==> src/rtl/mem_port_arbiter.sv <==
// Arbitrates one variable-latency memory port between instruction fetch and data access.
// Define MEM_ARB_RR_EN to alternate between requesters on a collision.
module mem_port_arbiter #(
   parameter int AW      = 32,
   parameter int DW      = 32,
   parameter int TIMEOUT = 64
) (
   input  logic            clk,
   input  logic            rst,
   input  logic            if_req,
   input  logic [AW-1:0]   if_addr,
   input  logic            if_flush,
   output logic [DW-1:0]   if_rdata,
   output logic            if_valid,
   output logic            if_stall,
   input  logic            d_req,
   input  logic            d_we,
   input  logic [AW-1:0]   d_addr,
   input  logic [DW-1:0]   d_wdata,
   input  logic [DW/8-1:0] d_wstrb,
   output logic [DW-1:0]   d_rdata,
   output logic            d_valid,
   output logic            d_stall,
   output logic            err,
   output logic            m_req,
   output logic            m_we,
   output logic [AW-1:0]   m_addr,
   output logic [DW-1:0]   m_wdata,
   output logic [DW/8-1:0] m_wstrb,
   input  logic            m_gnt,
   input  logic            m_rvalid,
   input  logic [DW-1:0]   m_rdata
);

   typedef enum logic [1:0] {IDLE = 2'd0, REQ = 2'd1, WAIT = 2'd2} state_t;

   localparam logic [7:0] CNT_LAST = 8'(TIMEOUT - 1);

   state_t          state_reg, state_next;
   logic            owner_reg, owner_next;     // 1 = data requester
   logic [7:0]      cnt_reg, cnt_next;
   logic            flushed_reg, flushed_next;
   logic            rst_q_reg;
   logic            if_elig, pick_d, out_en, done, timed, drop;
   logic            req_c, we_c;
   logic [AW-1:0]   addr_c;
   logic [DW-1:0]   wdata_c;
   logic [DW/8-1:0] wstrb_c;

   assign if_elig = if_req & ~if_flush;

`ifdef MEM_ARB_RR_EN
   logic last_owner_reg;

   // On a collision the requester not served last goes first.
   assign pick_d = d_req & (~if_elig | ~last_owner_reg);

   always_ff @(posedge clk) begin
      if (rst) begin
         last_owner_reg <= 1'b0;
      end else if (state_reg == IDLE && (d_req | if_elig)) begin
         last_owner_reg <= pick_d;
      end
   end
`else
   assign pick_d = d_req;
`endif

   always_ff @(posedge clk) begin
      rst_q_reg <= rst;
      if (rst) begin
         state_reg   <= IDLE;
         owner_reg   <= 1'b0;
         cnt_reg     <= '0;
         flushed_reg <= 1'b0;
      end else begin
         state_reg   <= state_next;
         owner_reg   <= owner_next;
         cnt_reg     <= cnt_next;
         flushed_reg <= flushed_next;
      end
   end

   always_comb begin
      state_next   = state_reg;
      owner_next   = owner_reg;
      cnt_next     = cnt_reg;
      flushed_next = flushed_reg;
      req_c        = 1'b0;
      we_c         = 1'b0;
      addr_c       = '0;
      wdata_c      = '0;
      wstrb_c      = '0;
      done         = 1'b0;
      timed        = 1'b0;
      case (state_reg)
         IDLE: begin
            if (d_req | if_elig) begin
               state_next   = REQ;
               owner_next   = pick_d;
               flushed_next = 1'b0;
            end
         end
         REQ: begin
            req_c = 1'b1;
            if (owner_reg) begin
               we_c    = d_we;
               addr_c  = d_addr;
               wdata_c = d_wdata;
               wstrb_c = d_wstrb;
            end else begin
               addr_c  = if_addr;
            end
            if (~owner_reg & if_flush) flushed_next = 1'b1;
            if (m_gnt) begin
               state_next = WAIT;
               cnt_next   = '0;
            end
         end
         WAIT: begin
            cnt_next = cnt_reg + 8'd1;
            if (~owner_reg & if_flush) flushed_next = 1'b1;
            if (m_rvalid) begin
               done       = 1'b1;
               state_next = IDLE;
            end else if (cnt_reg == CNT_LAST) begin
               done       = 1'b1;
               timed      = 1'b1;
               state_next = IDLE;
            end
         end
         default: state_next = IDLE;
      endcase
   end

   // Outputs stay quiet during reset and the cycle after it.
   assign out_en = ~rst & ~rst_q_reg;
   // A flushed fetch still finishes on the memory side but is not reported.
   assign drop   = ~owner_reg & (flushed_reg | if_flush);

   assign if_valid = out_en & done & ~owner_reg & ~drop;
   assign d_valid  = out_en & done & owner_reg;
   assign err      = out_en & timed & ~drop;
   assign if_rdata = (if_valid & ~timed) ? m_rdata : '0;
   assign d_rdata  = (d_valid & ~timed) ? m_rdata : '0;
   assign if_stall = out_en & if_req & ~if_valid;
   assign d_stall  = out_en & d_req & ~d_valid;

   assign m_req   = out_en & req_c;
   assign m_we    = out_en & we_c;
   assign m_addr  = out_en ? addr_c  : '0;
   assign m_wdata = out_en ? wdata_c : '0;
   assign m_wstrb = out_en ? wstrb_c : '0;

endmodule

==> config.mk <==
export PLATFORM = sky130hd
export DESIGN_NAME = mem_port_arbiter
export DESIGN_NICKNAME = d
export VERILOG_FILES = /design/src/rtl/mem_port_arbiter.sv
export SDC_FILE = /design/constraint.sdc
export NUM_CORES = 1
export LEC_CHECK = 0
export ABC_AREA = 1
export CORE_AREA = 2 2 108 110
export DETAILED_ROUTE_END_ITERATION = 16
export DIE_AREA = 0 0 110 112
export GPL_TIMING_DRIVEN = 0
export PLACE_DENSITY_LB_ADDON = 0.12
export SYNTH_ARGS = -nofsm -noshare
export SYNTH_HDL_FRONTEND = slang
export SYNTH_SLANG_ARGS = --single-unit
==> constraint.sdc <==
create_clock -name clk -period 2.9 [get_ports clk]
set_input_delay 0.29 -clock clk [delete_from_list [all_inputs] [get_ports clk]]
set_output_delay 0.29 -clock clk [all_outputs]
set_load 0.1 [all_outputs]
Yosys cells after proc, flatten, opt, wreduce, memory -nomap -nowiden
Cells that the tools add are included.
{"block": "word_totals", "word_cells": 78, "output_inout_bits": 139, "inputBits": 140, "regBits": 13}
{"block": "classes", "add_sub_neg": 1, "bitwise_logic": 28, "n_eq_ne": 7, "mux": 29, "reduce_logical": 8}
{"operator": "2-to-1 mux 32 bit", "count": 8}
{"operator": "AND 1 bit", "count": 18}
{"operator": "one-hot mux 8 bit (2 select lines)", "count": 1}
{"operator": "2-to-1 mux 4 bit", "count": 3}
{"operator": "2-to-1 mux 1 bit", "count": 10}
{"operator": "adder 8 x 1 -> 8 bit, second input constant", "count": 1}
{"operator": "== test 8 x 6 -> 1 bit, second input constant", "count": 1}
{"operator": "2-to-1 mux 2 bit", "count": 4}
{"operator": "2-to-1 mux 8 bit", "count": 1}
{"operator": "inverter 1 bit", "count": 8}
{"operator": "one-hot mux 2 bit (3 select lines)", "count": 1}
{"operator": "AND reduction 3 bit", "count": 2}
{"operator": "inequality test 2 bit, second input constant", "count": 2}
{"operator": "AND reduction 2 bit", "count": 2}
{"operator": "nonzero test 2 bit", "count": 2}
{"operator": "inequality test 3 bit, second input constant", "count": 1}
{"operator": "== test 2 x 1 -> 1 bit, second input constant", "count": 1}
{"operator": "== test 2 bit, second input constant", "count": 1}
{"operator": "zero test 2 bit", "count": 1}
{"operator": "inequality test 2 x 1 -> 1 bit, second input constant", "count": 1}
{"operator": "bitwise OR 1 bit", "count": 2}
{"operator": "one-hot mux 1 bit (2 select lines)", "count": 1}
{"operator": "OR reduction 2 bit", "count": 1}

Logic depth before layout (Yosys ltp)
Gate-level depths: netlist (run 1).
{"block": "depth", "depth_word": 9, "ltp_mapped": 10, "depth_no_buf": 10}

Worst setup path before layout (run 1)
Ideal clock, no wire load.
{"block": "synth_timing", "path_kind": "register -> output", "startpoint": "register state_reg[1]", "endpoint": "output m_addr[10]", "path_buffers": 1, "slack_ns": -1.295, "t_required_ns": 2.610, "path_stages_with_launch": 8, "arrival_ns": 3.905, "path_cell_list": "dfxtp_1 inv_1 ha_1 inv_1 nor2_1 inv_1 buf_2 a21oi_1"}
{"block": "synth_between", "elab_chain_len": 3}
{"item": "start: declaration", "line_no": "39", "rtl": "state_t state_reg, state_next;"}
{"item": "start signal: assignment", "line_no": "77", "rtl": "state_reg <= state_next;"}
{"item": "== test 2 x 1 -> 1 bit", "line_no": "96", "rtl": "case (state_reg)"}
{"item": "2-to-1 mux 32 bit", "line_no": "96"}
{"item": "2-to-1 mux 32 bit", "line_no": "151", "rtl": "assign m_addr = out_en ? addr_c : '0;"}
{"item": "end: declaration", "line_no": "27", "rtl": "output logic [AW-1:0] m_addr,"}
No other way between the ends.

Worst setup path in the final report (run 1)
{"block": "layout_timing", "startpoint": "input rst", "endpoint": "output m_req"}
{"block": "layout_between", "elab_chain_len": 3}
{"item": "start: declaration", "line_no": "9", "rtl": "input logic rst,"}
{"item": "inverter 1 bit", "line_no": "137", "rtl": "assign out_en = ~rst & ~rst_q_reg;"}
{"item": "AND 1 bit", "line_no": "137"}
{"item": "AND 1 bit", "line_no": "149", "rtl": "assign m_req = out_en & req_c;"}
{"item": "end: declaration", "line_no": "25", "rtl": "output logic m_req,"}
No other way between the ends.

==> summary.txt, run 1 <==
Power and ir drop
  • Sw frac: 0.5601
  • Leak Pwr: 2.450 nW
  • Psw: 1.034 mW
  • Clock share of power: 0.138
  • Cell Pwr Density: 344.0 mW/mm²
  • Comb pwr share: 0.730
  • Reg power frac: 0.132
  • Int Pwr: 0.8122 mW
  • Maximum VDD drop: 0.2471 mV

CTS
  • H-tree depth: 1
  • Num Clock Sinks: 13
  • Worst skew pair latency: 240 ps
  • Clock buffer depth: 2
  • CTS tree: built
  • Hold Buf Count CTS: 0
  • Total CTS buffers: 3
  • Clk root buf: clkbuf_16
  • Postcts setup bufs: 0
  • CTS clock-pin slew for the worst setup and hold paths: 40 ps

Finish
  • Largest register FFs: 8
  • Cell area after layout: 0.005368 mm²
  • Commonest non-fill, non-tap cells in the layout: clkdlybuf4s50_1, inv_1, nand2_1
  • Commonest non-fill, non-tap cell in the layout: clkdlybuf4s50_1
  • Area delta synth->final: 142.8%
  • Fin util: 0.4803
  • Fin nets: 837
  • Antenna cells: 0
  • Layout cells sized above 1: 0.3642

Floorplan
  • Die H: 112 µm
  • Core Rows: 39
  • Initial Util: 0.1979
  • I/O pins: 279
  • Core footprint: 0.01117 mm²
  • Die X: 110 µm
  • Die area: 0.01232 mm²

Placement
  • DP Area: 0.005398 mm²
  • IO Port Bufs: 278
  • Final RePlAce weighted congestion: 0.8376
  • Detail Placement HPWL: 10.54 mm

STA
  • Worst Skew: 1.887 ps
  • Min Tclk post-route: 2723 ps
  • Relative slew slack: 0.2918
  • Setup TNS: 0 ps
  • Pins Over Slew Limit: 0
  • Worst-Margin Slew: 1061 ps
  • Fin crit share: 0.9391
  • Unrepaired setup endpoints after global routing: false
  • Final setup viols: 0
  • Fmax: 0.3672 GHz
  • Final hold vios: 0

Critical path
  • WP buf/inv: 3
  • CP max stage delay: 1190 ps
  • R2r setup slk: 1050 ps
  • Slowest stage cell, crit path: clkdlybuf4s50_1
  • Startpoint types: input port
  • WP data required: 2610 ps
  • Worst Path Arrival: 2430 ps
  • CP Max Fanout: 5
  • Critical Path End Type: output pin
  • Critical Path Most Common Cell: clkdlybuf4s50_1
  • Setup CP Type: input port to output pin
  • Family with the most delay on the worst path: buffers and inverters
  • Critical path cell sequence: clkdlybuf4s50_1 > nor2_2 > inv_2 > nor2_4 > clkdlybuf4s50_1

Global routing
  • Total Routing Usage GR: 0.1833
  • Vias in the first global route: 3254
  • First-pass GRT wire length: 17.68 mm
  • Initial antenna violation count: 0
  • Grt ovf: 0
  • Largest net degree at the start of global routing: 11

Route
  • WL/cell: 14.28 µm
  • # DRC: 0
  • Total iterations of the first detailed-routing run: 4
  • Final wirelength: 11.93 mm
  • Post-route antenna net violation count: 0
  • DR vias: 3330
  • DRT iter0 DRCs: 115
  • Via-to-Cell Ratio: 3.988

Yosys
  • Post-Syn Nets: 554
  • Cell Area, Synth: 0.002211 mm²
  • Post-synthesis sequential area ratio: 0.1177
  • Yosys warnings: 0
  • Yosys cell types: 24
  • Synthesized flop and latch total: 13
  • Syn Inst Count: 410
  • Syn avg cell area: 5.392 µm²

Hold path
  • Hold Crit Class: flip-flop to flip-flop

Status
  • Outcome: complete, no violations

Flow run
  • Max Cap Viol: 0
## timing repair
action | 4_1_cts | 5_1_grt
resized for setup | 321 | 61
endpoints found under the hold margin | 0 | 0
pin swaps | 0 | 0
setup endpoints to repair | 134 | 45
## kinds of logic after synthesis
kind of cell | count (synthesis) | share of synthesized area
buffers and inverters | 112 | 0.2162
AND/OR/NAND/NOR | 235 | 0.5365
flip-flops | 13 | 0.1177
adder cells (fa/ha/maj) | 4 | 0.02264
AO/OA/AOI/OAI | 46 | 0.1070
## through the flow
stage          hold WS [ps]  power [mW]  setup slack (ps)  cells
6_report              466.8       1.846             176.7    835
2_1_floorplan         317.7       1.198            -295.5    410
5_1_grt               495.6       1.985             44.66    835
4_1_cts               475.2       1.873           0.09881    835
3_5_place_dp          468.6       1.630            -402.4    831
3_3_place_gp          458.0       1.601            -410.6    831
## Yosys cell counts
master | number | area (µm²)
nand2_4 | 2 | 22.52
inv_1 | 89 | 334.1
inv_2 | 4 | 15.01
ha_1 | 4 | 50.05
nand3b_1 | 1 | 7.510
nor3_1 | 5 | 25.02
buf_12 | 3 | 60.06
nand3_2 | 2 | 20.02
o21bai_1 | 1 | 7.510
or2_2 | 1 | 6.260
o21ai_0 | 3 | 15.01
a31oi_1 | 1 | 6.260
buf_2 | 7 | 35.03
nand2_2 | 3 | 18.77
a21boi_0 | 1 | 7.510
a21oi_1 | 40 | 200.2
dfxtp_1 | 13 | 260.3
nand4_1 | 2 | 12.51
nand3_1 | 5 | 25.02
nand2_1 | 89 | 334.1
clkbuf_1 | 9 | 33.78
nor2_2 | 2 | 12.51
nor2_1 | 91 | 341.6
nor2_4 | 32 | 360.4
## final timing paths
check | from | to | cells after the start
setup / recovery | rst | m_req | 5
hold / removal | cnt_reg[5] | cnt_reg[5] | 2
setup reg to reg | state_reg[1] | cnt_reg[6] | 7
hold reg to reg | cnt_reg[5] | cnt_reg[5] | 2
## power groups by stage
stage	combinational [mW]	sequential [mW]	clock, mW
finish	1.35	0.243	0.255
global route	1.46	0.249	0.274
CTS	1.37	0.243	0.263
detailed placement	1.38	0.246	0
global placement	1.36	0.242	0
floorplan	0.959	0.239	0
## per-layer routing
metal  up-vias  part of all wire  global-route usage  wire length [µm]
li1       1755                 -                   -                 -
met1      1466              0.37              0.1931              4405
met2        97              0.55              0.3595              6526
met3        12             0.069             0.04215               821
met4         0             0.014             0.03629               172
met5         -                 0                   0                 0
## area by class of cell
class	instances	area, µm²
plain buffers	19	128.9
inverters	93	349.1
fillers	1115	5807
multi-input cells	285	1698
flip-flops and latches	13	260.3
repair buffers	278	2674
clock buffers	4	78.83
well taps	143	178.9
## tightest hold or removal path, delay by kind of cell, from the launching register on
| kind | cells | cell delay, ps |
|---|---|---|
| buf+inv | 1 | 50 |
| flops | 1 | 320 |
| compound gates | 1 | 50 |
(Power assumes the default switching activity.)
==> run 2, diff against run 1 <==
--- a/config.mk
+++ b/config.mk
@@ -5,10 +5,10 @@
 export SDC_FILE = /design/constraint.sdc
 export NUM_CORES = 1
 export LEC_CHECK = 0
-export ABC_AREA = 1
-export CORE_AREA = 2 2 108 110
+export ABC_AREA = 0
+export CORE_AREA = 2 2 107 109
 export DETAILED_ROUTE_END_ITERATION = 16
-export DIE_AREA = 0 0 110 112
+export DIE_AREA = 0 0 109 111
 export GPL_TIMING_DRIVEN = 0
 export PLACE_DENSITY_LB_ADDON = 0.12
 export SYNTH_ARGS = -nofsm -noshare
==> run 2 against run 1 <==
Compared with the run above:
- final cell count decreased by 16%
- largest power group unchanged
- sequential cell count unchanged
- global-route usage decreased by 1.5 points
- highest routed layer unchanged
- non-clock buffer count increased by 7
- worst setup slack got worse by 38 ps
- via count decreased by 6.6%
- total power decreased by 5.4%
- design area decreased by 12%
- synthesized area decreased by 12%
- utilization decreased by 5.4 points
- register-to-register slack got worse by 90 ps
- wire length decreased by 9.4%
==> summary.txt, run 2 <==
STA
  • Pins Over Slew Limit: 0
  • Min Tclk post-route: 2761 ps
  • Worst setup margin: 139.1 ps
  • Unrepaired setup endpoints after global routing: false
  • Worst Skew: 2.535 ps
  • Relative slew slack: 0.3415
  • Fmax: 0.3622 GHz
  • Fin crit share: 0.9520
  • Worst-Margin Slew: 991.7 ps
  • Final setup viols: 0
  • Final hold vios: 0

Critical path
  • R2r setup slk: 960 ps
  • Slowest stage cell, crit path: dlygate4sd2_1
  • Critical path cell sequence: clkdlybuf4s50_1 > or3b_4 > nor4_2 > dlygate4sd2_1
  • Worst Path Arrival: 2470 ps
  • WP buf/inv: 2
  • CP Max Fanout: 10
  • WP data required: 2610 ps
  • FF-to-FF path depth: 6
  • Worst R2R End: cnt_reg[0]
  • Reg2reg start: state_reg[0]
  • Family with the most delay on the worst path: buffers and inverters
  • Critical Path End Type: output pin
  • CP max stage delay: 900 ps
  • CP startpoint: rst
  • Setup CP Type: input port to output pin
  • Startpoint types: input port

Placement
  • IO Port Bufs: 278
  • Final RePlAce weighted congestion: 0.8158
  • Post-place setup slack: -696.0 ps
  • Detail Placement HPWL: 9.319 mm
  • Dpl cells: 701

Finish
  • Area delta synth->final: 143.1%
  • Sequential cell area: 260.3 µm²
  • Final Non-Filler Cells: 705
  • Commonest non-fill, non-tap cells in the layout: clkdlybuf4s50_1, and3_1, clkbuf_4
  • Fillers: 1182
  • Layout cells sized above 1: 0.2811
  • Multi-input logic area: 0.001550 mm²
  • Largest register FFs: 8
  • Antenna cells: 0
  • Commonest non-fill, non-tap cell in the layout: clkdlybuf4s50_1
  • Fin nets: 707
  • Fin util: 0.4267

Yosys
  • Post-Syn Nets: 424
  • Cell Area, Synth: 0.001944 mm²
  • Top cells by area, synth: and3_1, mux2i_1, dfxtp_1, and2_1, nor2_1
  • Most frequent cell after synthesis: and3_1
  • Post-synthesis sequential area ratio: 0.1338
  • Area leader, netlist: and3_1
  • Post-synth EDFFs: 0
  • Yosys warnings: 0
  • Yosys top cell area share: 0.2284
  • Synthesized flop and latch total: 13
  • Yosys cell types: 33
  • Most frequent cells after synthesis: and3_1, nor2_1, mux2i_1
  • Syn avg cell area: 6.944 µm²
  • Post-synth top flop: dfxtp_1
  • Synth async-reset ratio: 0
  • Syn Inst Count: 280

Route
  • DRT iter0 DRCs: 160
  • DR vias: 3111
  • # DRC: 0
  • Final wirelength: 10.81 mm
  • WL/cell: 15.33 µm
  • Post-route antenna net violation count: 0
  • Total iterations of the first detailed-routing run: 4
  • Via-to-Cell Ratio: 4.413

Floorplan
  • Die X: 109 µm
  • Die area: 0.01210 mm²
  • Core Rows: 39
  • I/O pins: 279
  • Die H: 111 µm
  • Initial Util: 0.1755
  • Core footprint: 0.01108 mm²

CTS
  • CTS clock-pin slew for the worst setup and hold paths: 50 ps
  • Hold Buf Count CTS: 0
  • Clock buffer depth: 2
  • H-tree depth: 1
  • Clk root buf: clkbuf_16
  • Postcts setup bufs: 0
  • CTS resizes: 512
  • Worst skew pair latency: 250 ps
  • Total CTS buffers: 3
  • Num Clock Sinks: 13
  • CTS tree: built

Global routing
  • Initial antenna violation count: 0
  • First-pass GRT wire length: 16.15 mm
  • Grt ovf: 0
  • Largest net degree at the start of global routing: 11
  • Vias in the first global route: 3103
  • Total Routing Usage GR: 0.1685

Hold path
  • Hold Path End: cnt_reg[1]
  • Cell count of the worst hold path: 2
  • Hold Crit Class: flip-flop to flip-flop
  • Hold_sp: cnt_reg[1]

Power and ir drop
  • Cell Pwr Density: 369.7 mW/mm²
  • Leak Pwr: 2.300 nW
  • Maximum VDD drop: 0.2204 mV

Flow run
  • Max Cap Viol: 0

Status
  • Outcome: complete, no violations
-- run 2: cell count changes in the layout (fill, tap and decap cells not counted), moves of 29 or more --
cell / before / now
inv_1: 89 / 5
nand2_1: 89 / 7
and3_1: 0 / 71
clkbuf_4: 0 / 46
nor2_2: 39 / 0
clkdlybuf4s15_2: 81 / 44
buf_2: 7 / 42
mux2i_1: 0 / 34
and2_1: 0 / 33
nor2_4: 33 / 0
a21oi_2: 32 / 0
clkbuf_2: 41 / 12
-- run 2: cells by family (layout without fill, tap and decap cells) --
family,count (synthesis),count (layout),share of synthesized area
and+or+nand+nor,180,180,0.5245
muxes,34,34,0.1750
buffers and inverters,32,314,0.07850
DFF,13,13,0.1338
AOI/OAI and AO/OA,12,12,0.03990
xor gates and xnor gates,5,5,0.02252
adders and majority gates,4,4,0.02574
-- run 2: layout make-up --
type / instances / share of cell area
Timing Repair Buffer: 278 / 0.5294
Multi-Input combinational cell: 235 / 0.3280
Sequential cell: 13 / 0.05506
Tap cell: 143 / 0.03785
Buffer: 26 / 0.02832
Clock buffer: 4 / 0.01668
Inverter: 6 / 0.004764
-- run 2: how the worst max path moves through the flow --
stage | end | slack [ps] | cells after the start
final | err | 140 | 4
after detailed placement | m_wdata[17] | -700 | 8
after global routing | d_rdata[4] | 0.8 | 7
after floorplan | err | -130 | 4
after CTS | if_rdata[1] | 0.3 | 6
after global placement | m_wdata[17] | -660 | 8
-- run 2: through the flow --
stage / power (mW) / TNS, ps / instance area [µm²] / hold WS, ps
after floorplan: 1.093 / -126.4 / 1964 / 317.7
after global placement: 1.504 / -63100 / 4926 / 458.5
after detailed placement: 1.517 / -66490 / 4926 / 471.0
after CTS: 1.766 / 0 / 4855 / 477.5
after global routing: 1.853 / 0 / 4727 / 508.8
final: 1.748 / 0 / 4727 / 477.6
-- run 2: power by group --
group	internal (mW)	switching (mW)	total, mW
Sequential	0.205	0.0204	0.225
Clock	0.186	0.0810	0.267
Combinational	0.425	0.831	1.26
-- run 2: per-layer routing --
layer / GRT usage / vias to the layer above / wire length, µm
met3: 0.04938 / 11 / 1311
li1: - / 1535 / -
met1: 0.1782 / 1389 / 3796
met2: 0.3172 / 176 / 5506
met4: 0.04359 / 0 / 192
met5: 0 / - / 0
-- run 2: worst reg2reg max path, delay by kind of cell, from the launching register on --
kind,cells,cell delay [ps]
AND/OR/NAND/NOR,2,280
buffers and inverters,2,390
flip-flops,1,350
AO/OA/AOI/OAI,1,510
adder cells (fa/ha/maj),1,280
==> run 3, diff against run 2 <==
--- a/config.mk
+++ b/config.mk
@@ -7,6 +7,7 @@
 export LEC_CHECK = 0
 export ABC_AREA = 0
 export CORE_AREA = 2 2 107 109
+export CTS_CLUSTER_DIAMETER = 200
 export DETAILED_ROUTE_END_ITERATION = 16
 export DIE_AREA = 0 0 109 111
 export GPL_TIMING_DRIVEN = 0
==> results of run 3 <==
Final layout, timing and power as in run 2 (identical DEF).
